[config.mk]
export PLATFORM = sky130hd
export DESIGN_NAME = rpn_sequencer
export DESIGN_NICKNAME = d
export VERILOG_FILES = /design/src/rtl/rpn_sequencer.sv
export SDC_FILE = /design/constraint.sdc
export NUM_CORES = 1
export LEC_CHECK = 0
export CAP_MARGIN = 20
export CORE_MARGIN = 5
export CORE_UTILIZATION = 44
export CTS_CLUSTER_SIZE = 14
export DETAILED_ROUTE_END_ITERATION = 6
export MAX_ROUTING_LAYER = met4
export PLACE_DENSITY = 0.83
export SYNTH_ARGS = -nofsm -noshare
export SYNTH_HDL_FRONTEND = slang
export SYNTH_SLANG_ARGS = --single-unit
[constraint.sdc]
create_clock -name clk -period 4.7 [get_ports clk]
set_clock_uncertainty 0.1 [all_clocks]
set_input_delay 0.94 -clock clk [delete_from_list [all_inputs] [get_ports clk]]
set_output_delay 0.94 -clock clk [all_outputs]
set_load 0.02 [all_outputs]
[src/rtl/rpn_sequencer.sv]
// rpn_sequencer: program controller for the 16-bit RPN stack calculator.
// Fetches 18-bit instructions from ROM and issues depth-checked steps.
module rpn_sequencer #(
  parameter int PROG_DEPTH  = 256,
  parameter int STACK_DEPTH = 1000,
  parameter int PC_W        = $clog2(PROG_DEPTH)
) (
  input  logic            clk,
  input  logic            rst,
  input  logic            start,
  output logic [PC_W-1:0] imem_addr,
  output logic            imem_rd,
  input  logic [17:0]     imem_data,
  output logic            calc_clr,
  output logic            calc_step,
  output logic            calc_push,
  output logic [1:0]      calc_op,
  output logic [15:0]     calc_d,
  input  logic [9:0]      calc_cnt,
  input  logic [15:0]     calc_out,
  output logic            busy,
  output logic            done,
  output logic            err,
  output logic [1:0]      err_code,
  output logic [15:0]     result,
  output logic [PC_W-1:0] pc
);

  typedef enum logic [2:0] {
    S_IDLE,
    S_CLEAR,
    S_FETCH,
    S_DECODE,
    S_EXEC,
    S_WAIT,
    S_DONE,
    S_ERROR
  } state_t;

  localparam logic [9:0] MAX_CNT = 10'(STACK_DEPTH);
  localparam logic [PC_W-1:0] LAST_PC = PC_W'(PROG_DEPTH - 1);

  state_t state;

  logic [1:0] kind;
  logic [1:0] op;
  logic       is_push;
  logic       is_op;
  logic       is_halt;
  logic       is_rsv;
  logic       ovf;
  logic       unf;

  assign imem_addr = pc;

  always_comb begin
    kind    = imem_data[17:16];
    op      = imem_data[1:0];
    is_push = (kind == 2'b00);
    is_op   = (kind == 2'b01);
    is_halt = (kind == 2'b10);
    is_rsv  = (kind == 2'b11);
    ovf     = is_push && (calc_cnt >= MAX_CNT);
    // negate needs one operand, add/multiply need two
    unf     = is_op &&
              (((op == 2'd1) && (calc_cnt == 10'd0)) ||
               (op[1] && (calc_cnt < 10'd2)));
  end

  always_ff @(posedge clk) begin
    if (rst) begin
      state     <= S_IDLE;
      pc        <= '0;
      imem_rd   <= 1'b0;
      calc_clr  <= 1'b0;
      calc_step <= 1'b0;
      calc_push <= 1'b0;
      calc_op   <= 2'd0;
      calc_d    <= 16'd0;
      busy      <= 1'b0;
      done      <= 1'b0;
      err       <= 1'b0;
      err_code  <= 2'd0;
      result    <= 16'd0;
    end else begin
      calc_clr  <= 1'b0;
      calc_step <= 1'b0;
      imem_rd   <= 1'b0;
      unique case (state)
        S_IDLE, S_DONE, S_ERROR: begin
          if (start) begin
            done     <= 1'b0;
            err      <= 1'b0;
            err_code <= 2'd0;
            pc       <= '0;
            busy     <= 1'b1;
            calc_clr <= 1'b1;
            state    <= S_CLEAR;
          end
        end
        S_CLEAR: begin
          imem_rd <= 1'b1;
          state   <= S_FETCH;
        end
        S_FETCH: begin
          state <= S_DECODE;
        end
        S_DECODE: begin
          calc_push <= is_push;
          calc_op   <= is_op ? op : 2'd0;
          calc_d    <= imem_data[15:0];
          unique case (1'b1)
            is_halt: begin
              result <= calc_out;
              done   <= 1'b1;
              busy   <= 1'b0;
              state  <= S_DONE;
            end
            is_rsv: begin
              err      <= 1'b1;
              err_code <= 2'b11;
              busy     <= 1'b0;
              state    <= S_ERROR;
            end
            ovf: begin
              err      <= 1'b1;
              err_code <= 2'b10;
              busy     <= 1'b0;
              state    <= S_ERROR;
            end
            unf: begin
              err      <= 1'b1;
              err_code <= 2'b01;
              busy     <= 1'b0;
              state    <= S_ERROR;
            end
            default: begin
              calc_step <= 1'b1;
              state     <= S_EXEC;
            end
          endcase
        end
        S_EXEC: begin
          // running off the last ROM word aborts; pc stays put
          if (pc == LAST_PC) begin
            err      <= 1'b1;
            err_code <= 2'b11;
            busy     <= 1'b0;
            state    <= S_ERROR;
          end else begin
            pc    <= pc + PC_W'(1);
            state <= S_WAIT;
          end
        end
        S_WAIT: begin
          imem_rd <= 1'b1;
          state   <= S_FETCH;
        end
        default: begin
          state <= S_IDLE;
        end
      endcase
    end
  end

endmodule

# After elaboration in Yosys (flattened, before gate mapping)
# Cells that the tools add are included.
[classes]
add_sub_neg = 1
multipliers = 0
div = 0
magnitude_cmp = 2
n_eq_ne = 19
shifts = 0
mux = 25
bitwise_logic = 2
n_reduce_logical = 23
[ops]
columns = ["op", "n"]
rows = [
  ["2-to-1 mux 8 bit", 2],
  ["case mux 8 bit (2 select lines)", 1],
  ["case mux 3 bit (5 select lines)", 1],
  ["equality test 3 bit, second input constant", 4],
  ["inequality test 2 bit, second input constant", 6],
  ["case mux 2 bit (3 select lines)", 2],
  ["AND reduction 4 bit", 3],
  ["greater-or-equal comparator 10 bit, second input constant", 1],
  ["logical NOT 10 bit", 1],
  ["less-than comparator 10 x 2 -> 1 bit, second input constant", 1],
  ["2-to-1 mux 1 bit", 10],
  ["adder 8 x 1 -> 8 bit, second input constant", 1],
  ["equality test 8 bit, second input constant", 1],
  ["2-to-1 mux 2 bit", 4],
  ["equality test 3 x 2 -> 1 bit, second input constant", 2],
  ["case mux 1 bit (3 select lines)", 2],
  ["AND reduction 3 bit", 2],
  ["OR reduction 2 bit", 3],
  ["OR reduction 3 bit", 2],
  ["equality test 2 x 1 -> 1 bit, second input constant", 2],
  ["equality test 2 bit, second input constant", 2],
  ["logical AND 1 bit", 4],
  ["inequality test 4 bit, second input constant", 1],
  ["case mux 2 bit (2 select lines)", 1],
  ["other kinds (11)", 13],
]
[word_totals]
ff_bits = 54
latch_bits = 0
ramBits = 0
rom_bits = 0
input_bits = 47
output_inout_bits = 59
elab_cells = 85
memories = 0

# Logic depth before layout (Yosys ltp)
[logic_depth]
depth_word = 7
mapped_depth = 7
ltp_nobuf = 6

# Least setup slack after synthesis
# Ideal clock, no wire load.
[synth_timing]
path_kind = "input to register"
startpoint = "in imem_data[17]"
endpoint = "reg state[0]"
setup_ns = 0.103
arrival_ns = 2.180
t_required_ns = 4.497
path_slack_ns = 2.317
stages = 6
path_buffers = 1
cell_sequence = "buf_6 -> or2_4 -> or4_4 -> a41oi_2 -> nor2_1 -> a2111oi_2"
[synth_between]
elab_chain_cells = 5
word_cells_on_any_way = 9
classes_between = "eq/ne: 3; mux: 2; reduce/logical: 4"
[synth_lines]
columns = ["item", "line", "rtl"]
rows = [
  ["from (decl)", "13", "input logic [17:0] imem_data,"],
  ["equality test 2 x 1 -> 1 bit or logical NOT 2 bit (tied branches)", "60, 59", ""],
  ["logical AND 1 bit, on equally long branches", "65, 63", ""],
  ["OR reduction 3 bit (no line)", "-", ""],
  ["case mux 2 bit (2 select lines) *", "112", "unique case (1'b1)"],
  ["case mux 3 bit (5 select lines) *", "89", "unique case (state)"],
  ["to (signal assigned)", "72", "state <= S_IDLE;"],
  ["to (signal assigned)", "98", "state <= S_CLEAR;"],
  ["to (signal assigned)", "117", "state <= S_DONE;"],
  ["to (decl)", "43", "state_t state;"],
]
# Mark *: on every way between the ends. The rest lies on a longest branch, timed or not.
# A chain may end at the register's enable or synchronous reset.

# Final worst setup path
[layout_timing]
startpoint = "in imem_data[17]"
endpoint = "reg state[1]"
# Same word-level chain as after synthesis.

==> reports/qor.csv <==
metric,value,unit
flop-to-flop setup slack,2.19,ns
post-DR wirelength/cell,14.3,µm
pin slew with the least headroom to its limit,1.02,ns
Hold Path Depth,2,
Leak Pwr,1.11,nW
clk slew on worst S/H paths,0.10,ns
setup TNS,0,ns
gp weighted congestion,0.802,
Clk Tree Root Cell,clkbuf_8,
CTS Hold Buffers Added,0,
die span in y,81.7,µm
Ports,106,
worst path arrival time,2.77,ns
first-pass GRT wire length,9.76,mm
worst setup path class,input port to flop,
pwr dens,321,nW/µm²
data required time of the critical path,4.83,ns
initial antenna violation count,0,
die area,6670,µm²
syn_area_per_cell,8.13,µm²
CTS tree,built,
CP Buf/Inv Count,1,
Final period util,56.0,%
outcome,"finished, final reports clean",
Core Box Area,5040,µm²
"Net Count, Synth",326,
Die W,81.7,µm
CTS Buffer Depth,2,
min-delay worst type,flop to flop,
CTS buffer count,5,
Post-CTS Setup Bufs,0,
Fillers,428,
worst r2r dst,result[5]$_SDFFE_PP0P_,
maximum VDD drop,0.191,mV
GRT Resource Usage Total,19.3,%
Hold Startpoint,result[4]$_SDFFE_PP0P_,
RSZ-0062 raised after global routing,false,
CP max stage delay,0.54,ns
vias in the first global route,2150,
most frequent cells in the layout,"clkdlybuf4s50_1 (104), nand2_1 (72), dfxtp_1 (54)",
gr ovfl total,0,
start point of the critical path,imem_data[17],
reg2reg start,state[0]$_SDFFE_PP0P_,
placement row count,26,
largest net degree at the start of global routing,50,
initial cell density of the core,44.8,%
WL final,6.23,mm
Max Fclk,380,MHz
worst-skew pair later-pin latency,0.31,ns
Port Buffers,105,
"Cell Area, Placed",3270,µm²
"most common cell after layout, fill and taps aside",clkdlybuf4s50_1,
share of cells above drive strength 1,4.90,%
Crit-path slowest cell,clkdlybuf4s50_1,
drt initial violations,52,
Final Hold Vio Count,0,
post-route design area,3390,µm²
Place WS,1.75,ns
Final setup viols,0,
Area Overhead vs Synth,49.9,%
Final Critical Period,2.63,ns
synth warn,0,
Post-DP HPWL,4.55,mm
worst reg2reg path depth,4,
NumNets Final,414,
cell count after synthesis,278,
register area share after synthesis,47.8,%
post_cts resized,0,
Mapped Area,2260,µm²
Max-Cap Viols,0,
Crit. End Element,flop,
DRC Markers,0,
"Cell Chain, Critical Path",clkdlybuf4s50_1 > or2_4 > nor4_1 > nor4b_1 > or3_1 > a21oi_1,
hold endpoint,result[4]$_SDFFE_PP0P_,
maximum fanout along the worst path,8,
CP Launch Type,input port,
Post-DRT Antenna Nets,0,
max_slew headroom,31.6,%
DR vias/cell,4.98,
ANT cells,0,
Sink Count,54,
H-Tree Depth,2,
PnR worst setup slack,2.07,ns
Synth Register Bits,54,
post-synth cell types,40,
via count,2175,
first-pass iteration count of the detailed router,4,
"CP delay by family, top",simple AND/OR/NAND/NOR gates,
Max Slew Vio Count,0,
-- how the worst max path moves through the flow --
stage                                           to  slack [ns]  depth (start not counted)
final                        state[1]$_SDFFE_PP0P_        2.07                          6
after global routing      err_code[0]$_SDFFE_PP0P_        1.82                          5
after CTS                 err_code[0]$_SDFFE_PP0P_        2.06                          5
after detailed placement     state[1]$_SDFFE_PP0P_        1.75                          6
after global placement       state[0]$_SDFFE_PP0P_        1.81                          6
after floorplan              state[0]$_SDFFE_PP0P_        2.32                          6
-- worst register-to-register path, cell delays in order, from the launching register on --
cell	delay (ns)
dfxtp_1	0.55
and3b_1	0.75
nand3b_1	0.65
nand2_1	0.22
a21oi_1	0.09
-- cells by family (layout without fill, tap and decap cells) --
logic type | after synthesis | count (layout) | share of synthesized area, %
xor gates and xnor gates | 6 | 6 | 2.32
buffers and inverters | 27 | 116 | 6.42
adders and majority gates | 1 | 1 | 0.553
AOI/OAI and AO/OA | 64 | 64 | 17.4
DFF | 54 | 54 | 47.8
and+or+nand+nor | 126 | 126 | 25.5
-- layer usage --
metal / up-vias / wire [µm] / GRT usage [%] / part of all wire, %
met2: 78 / 2860 / 31.2 / 46
met5: - / 0 / - / 0
met3: 6 / 546 / 6.69 / 8.8
met4: 0 / 49 / 5.81 / 0.79
li1: 1112 / - / - / -
met1: 979 / 2770 / 22.7 / 44
-- flip-flops by register name (all words and copies together) (netlist names) --
name and count:
err_code 2, imem_addr 8, calc_d 16, calc_push 1
err 1, result 16, calc_op 2, imem_rd 1
calc_step 1, done 1, state 3, calc_clr 1
busy 1
-- per-stage QoR --
stage | total power, mW | hold slack (ns) | utilization [%] | std cells
after CTS | 1.10 | 0.361 | 67.2 | 437
after global placement | 0.767 | 0.341 | 64.8 | 429
after global routing | 1.14 | 0.385 | 67.2 | 437
after detailed placement | 0.768 | 0.346 | 64.8 | 429
final | 1.09 | 0.359 | 67.2 | 437
after floorplan | 0.660 | 0.430 | - | 278
-- report_power, final --
part	total [mW]	switching [mW]	internal [mW]	leakage (nW)
registers	0.515	0.0288	0.487	0.437
logic	0.244	0.125	0.118	0.610
clock network	0.329	0.153	0.175	0.0618
total	1.09	0.308	0.780	1.11
-- cell type report --
cell class | count | area (µm²) | area share (%)
Sequential cell | 54 | 1080 | 31.9
Tap cell | 70 | 87.6 | 2.58
Multi-Input combinational cell | 197 | 1030 | 30.5
Clock buffer | 6 | 82.6 | 2.44
Timing Repair Buffer | 107 | 1060 | 31.3
Inverter | 1 | 3.75 | 0.111
Clock inverter | 2 | 38.8 | 1.14
-- synthesized netlist by cell type, drive strengths merged --
cell	instances	area, µm²
a21oi	42	210
o41ai	2	17.5
a21boi	1	7.51
a41oi	1	16.3
ha	1	12.5
o311a	1	10.0
a2111oi	2	23.8
clkbuf	12	45.0
nand3b	2	15.0
o2111a	1	11.3
inv	1	3.75
and3b	1	8.76
o21a	1	7.51
nor4b	2	17.5
nor2b	7	43.8
nand2	72	270
or2	1	8.76
nor4	3	18.8
nor2	19	71.3
and2	1	6.26
nand2b	2	12.5
nor3	3	15.0
o21ai	5	25.0
o31ai	1	7.51
nand4	1	6.26
dfxtp	54	1080
a211oi	4	30.0
o211ai	1	7.51
nand3	8	40.0
nor3b	2	25.0
xnor2	6	52.6
o2111ai	1	8.76
o21ba	1	10.0
or4	1	11.3
or3	1	6.26
buf	14	96.3
(Power assumes the default switching activity.)
==> variant, RTL diff (same settings) <==
Reset style: asynchronous (`rst`), changed in one clocked block.
--- a/src/rtl/rpn_sequencer.sv
+++ b/src/rtl/rpn_sequencer.sv
@@ -67,7 +67,7 @@
                (op[1] && (calc_cnt < 10'd2)));
   end
 
-  always_ff @(posedge clk) begin
+  always_ff @(posedge clk or posedge rst) begin
     if (rst) begin
       state     <= S_IDLE;
       pc        <= '0;
Function: differs if rst is asserted again (counterexample within 4 cycles, from zero or initial values and one cycle with rst high); with rst held inactive, the same outputs for 10 cycles.
==> variant against the unedited design <==
Synthesized cell count decreased by 30%. Routed wire length decreased by 8.2%. Cell area increased by 7.1%. Global-route usage decreased by 2.5 points. Worst setup slack improved by 0.0036 ns. Count of clock-buffer cells in the layout unchanged. Sequential cell count unchanged. Core utilization decreased by 0.46 points. Cell count decreased by 16%. Synthesized area increased by 7.7%. Die area increased by 6.8%. Sequential share of layout area increased by 5.3 points. Critical endpoint is now result[3].
Power is not compared: it rests on default switching activity, and its combinational part moved more than twofold at a synthesized area within 25%.
==> variant: results (changes against the unedited design) <==
<table>
<tr><th>Metric</th><th>Value</th></tr>
<tr><th colspan="2">Synth</th></tr>
<tr><td>Sequential share of the synthesized area</td><td>0.5547 (was 0.4781)</td></tr>
<tr><td>Avg Cell Area, Syn</td><td>12.49 um2 (was 8.133 um2)</td></tr>
<tr><td>Number of nets produced by synthesis</td><td>243 (was 326)</td></tr>
<tr><td>Compound-gate portion of the synthesized area</td><td>0.1094 (was 0.1738)</td></tr>
<tr><th colspan="2">Drt</th></tr>
<tr><td>Met2 Routed Length</td><td>2.950 mm (was 2.863 mm)</td></tr>
<tr><td>Number of DRC markers after the initial detailed-route iteration</td><td>48 (was 52)</td></tr>
<tr><td>Via count</td><td>1859 (was 2175)</td></tr>
<tr><td>Met1 WL</td><td>2.434 mm (was 2.769 mm)</td></tr>
<tr><td>Total Routed Length</td><td>5.718 mm (was 6.228 mm)</td></tr>
<tr><th colspan="2">Cells and area</th></tr>
<tr><td>Share of cells above drive strength 1</td><td>0.1463 (was 0.04905)</td></tr>
<tr><td>Area occupied by registers</td><td>1351 um2 (was 1081 um2)</td></tr>
<tr><td>Inverters, non-clock</td><td>8 (was 1)</td></tr>
<tr><td>Area used by multi-input combinational logic</td><td>945.9 um2 (was 1035 um2)</td></tr>
<tr><td>Signal buf overhead</td><td>0.2950 (was 0.3130)</td></tr>
<tr><td>Fillers</td><td>420 (was 428)</td></tr>
<tr><td>Non-Clock Buffer Count</td><td>106 (was 107)</td></tr>
<tr><th colspan="2">Place</th></tr>
<tr><td>Number of cells after detailed placement</td><td>358 (was 429)</td></tr>
<tr><td>Placed Instance Area</td><td>3488 um2 (was 3268 um2)</td></tr>
<tr><td>Gpl congestion</td><td>0.8087 (was 0.8020)</td></tr>
<tr><td>Detailed placer's ending HPWL</td><td>4.368 mm (was 4.550 mm)</td></tr>
<tr><th colspan="2">Outcome</th></tr>
<tr><td>Status</td><td>finished, final reports clean (unchanged)</td></tr>
<tr><th colspan="2">STA</th></tr>
<tr><td>Min Hold Slack</td><td>0.3853 ns (was 0.3585 ns)</td></tr>
<tr><td>Fmax achieved</td><td>380.6 MHz (was 380.1 MHz)</td></tr>
<tr><th colspan="2">Critical path</th></tr>
<tr><td>Worst-path cell with the longest stage delay</td><td>nor3b_4 (was clkdlybuf4s50_1)</td></tr>
<tr><th colspan="2">Global route</th></tr>
<tr><td>GRT met2 Usage</td><td>0.2783 (was 0.3119)</td></tr>
<tr><td>First-pass GRT wire length</td><td>9.370 mm (was 9.756 mm)</td></tr>
</table>
[variant: cell count changes in the layout (fill, tap and decap cells not counted), sizes merged, moves of 6 or more]
cell,unedited run,this run
inv,2,8
a21oi,42,1
o21ai,5,11
dfrtp,0,54
mux2,0,32
dfxtp,54,0
nand2,72,11
nor2,19,4
[variant: worst paths after layout]
path	to	cells past startpoint
max reg2reg	result[3]	4
min	calc_op[0]	2
max in group asynchronous	imem_addr[6]	3
max	result[3]	3
min in group asynchronous	result[7]	2
min reg2reg	calc_op[0]	2
[variant: power by group through the flow]
| stage | clock [mW] | sequential (mW) | combinational [mW] |
|---|---|---|---|
| 6_report | 0.374 | 0.803 | 1.13 |
| 5_1_grt | 0.402 | 0.839 | 1.20 |
| 4_1_cts | 0.382 | 0.807 | 1.14 |
| 3_5_place_dp | 0 | 0.816 | 1.14 |
| 3_3_place_gp | 0 | 0.805 | 1.11 |
| 2_1_floorplan | 0 | 1.02 | 0.430 |
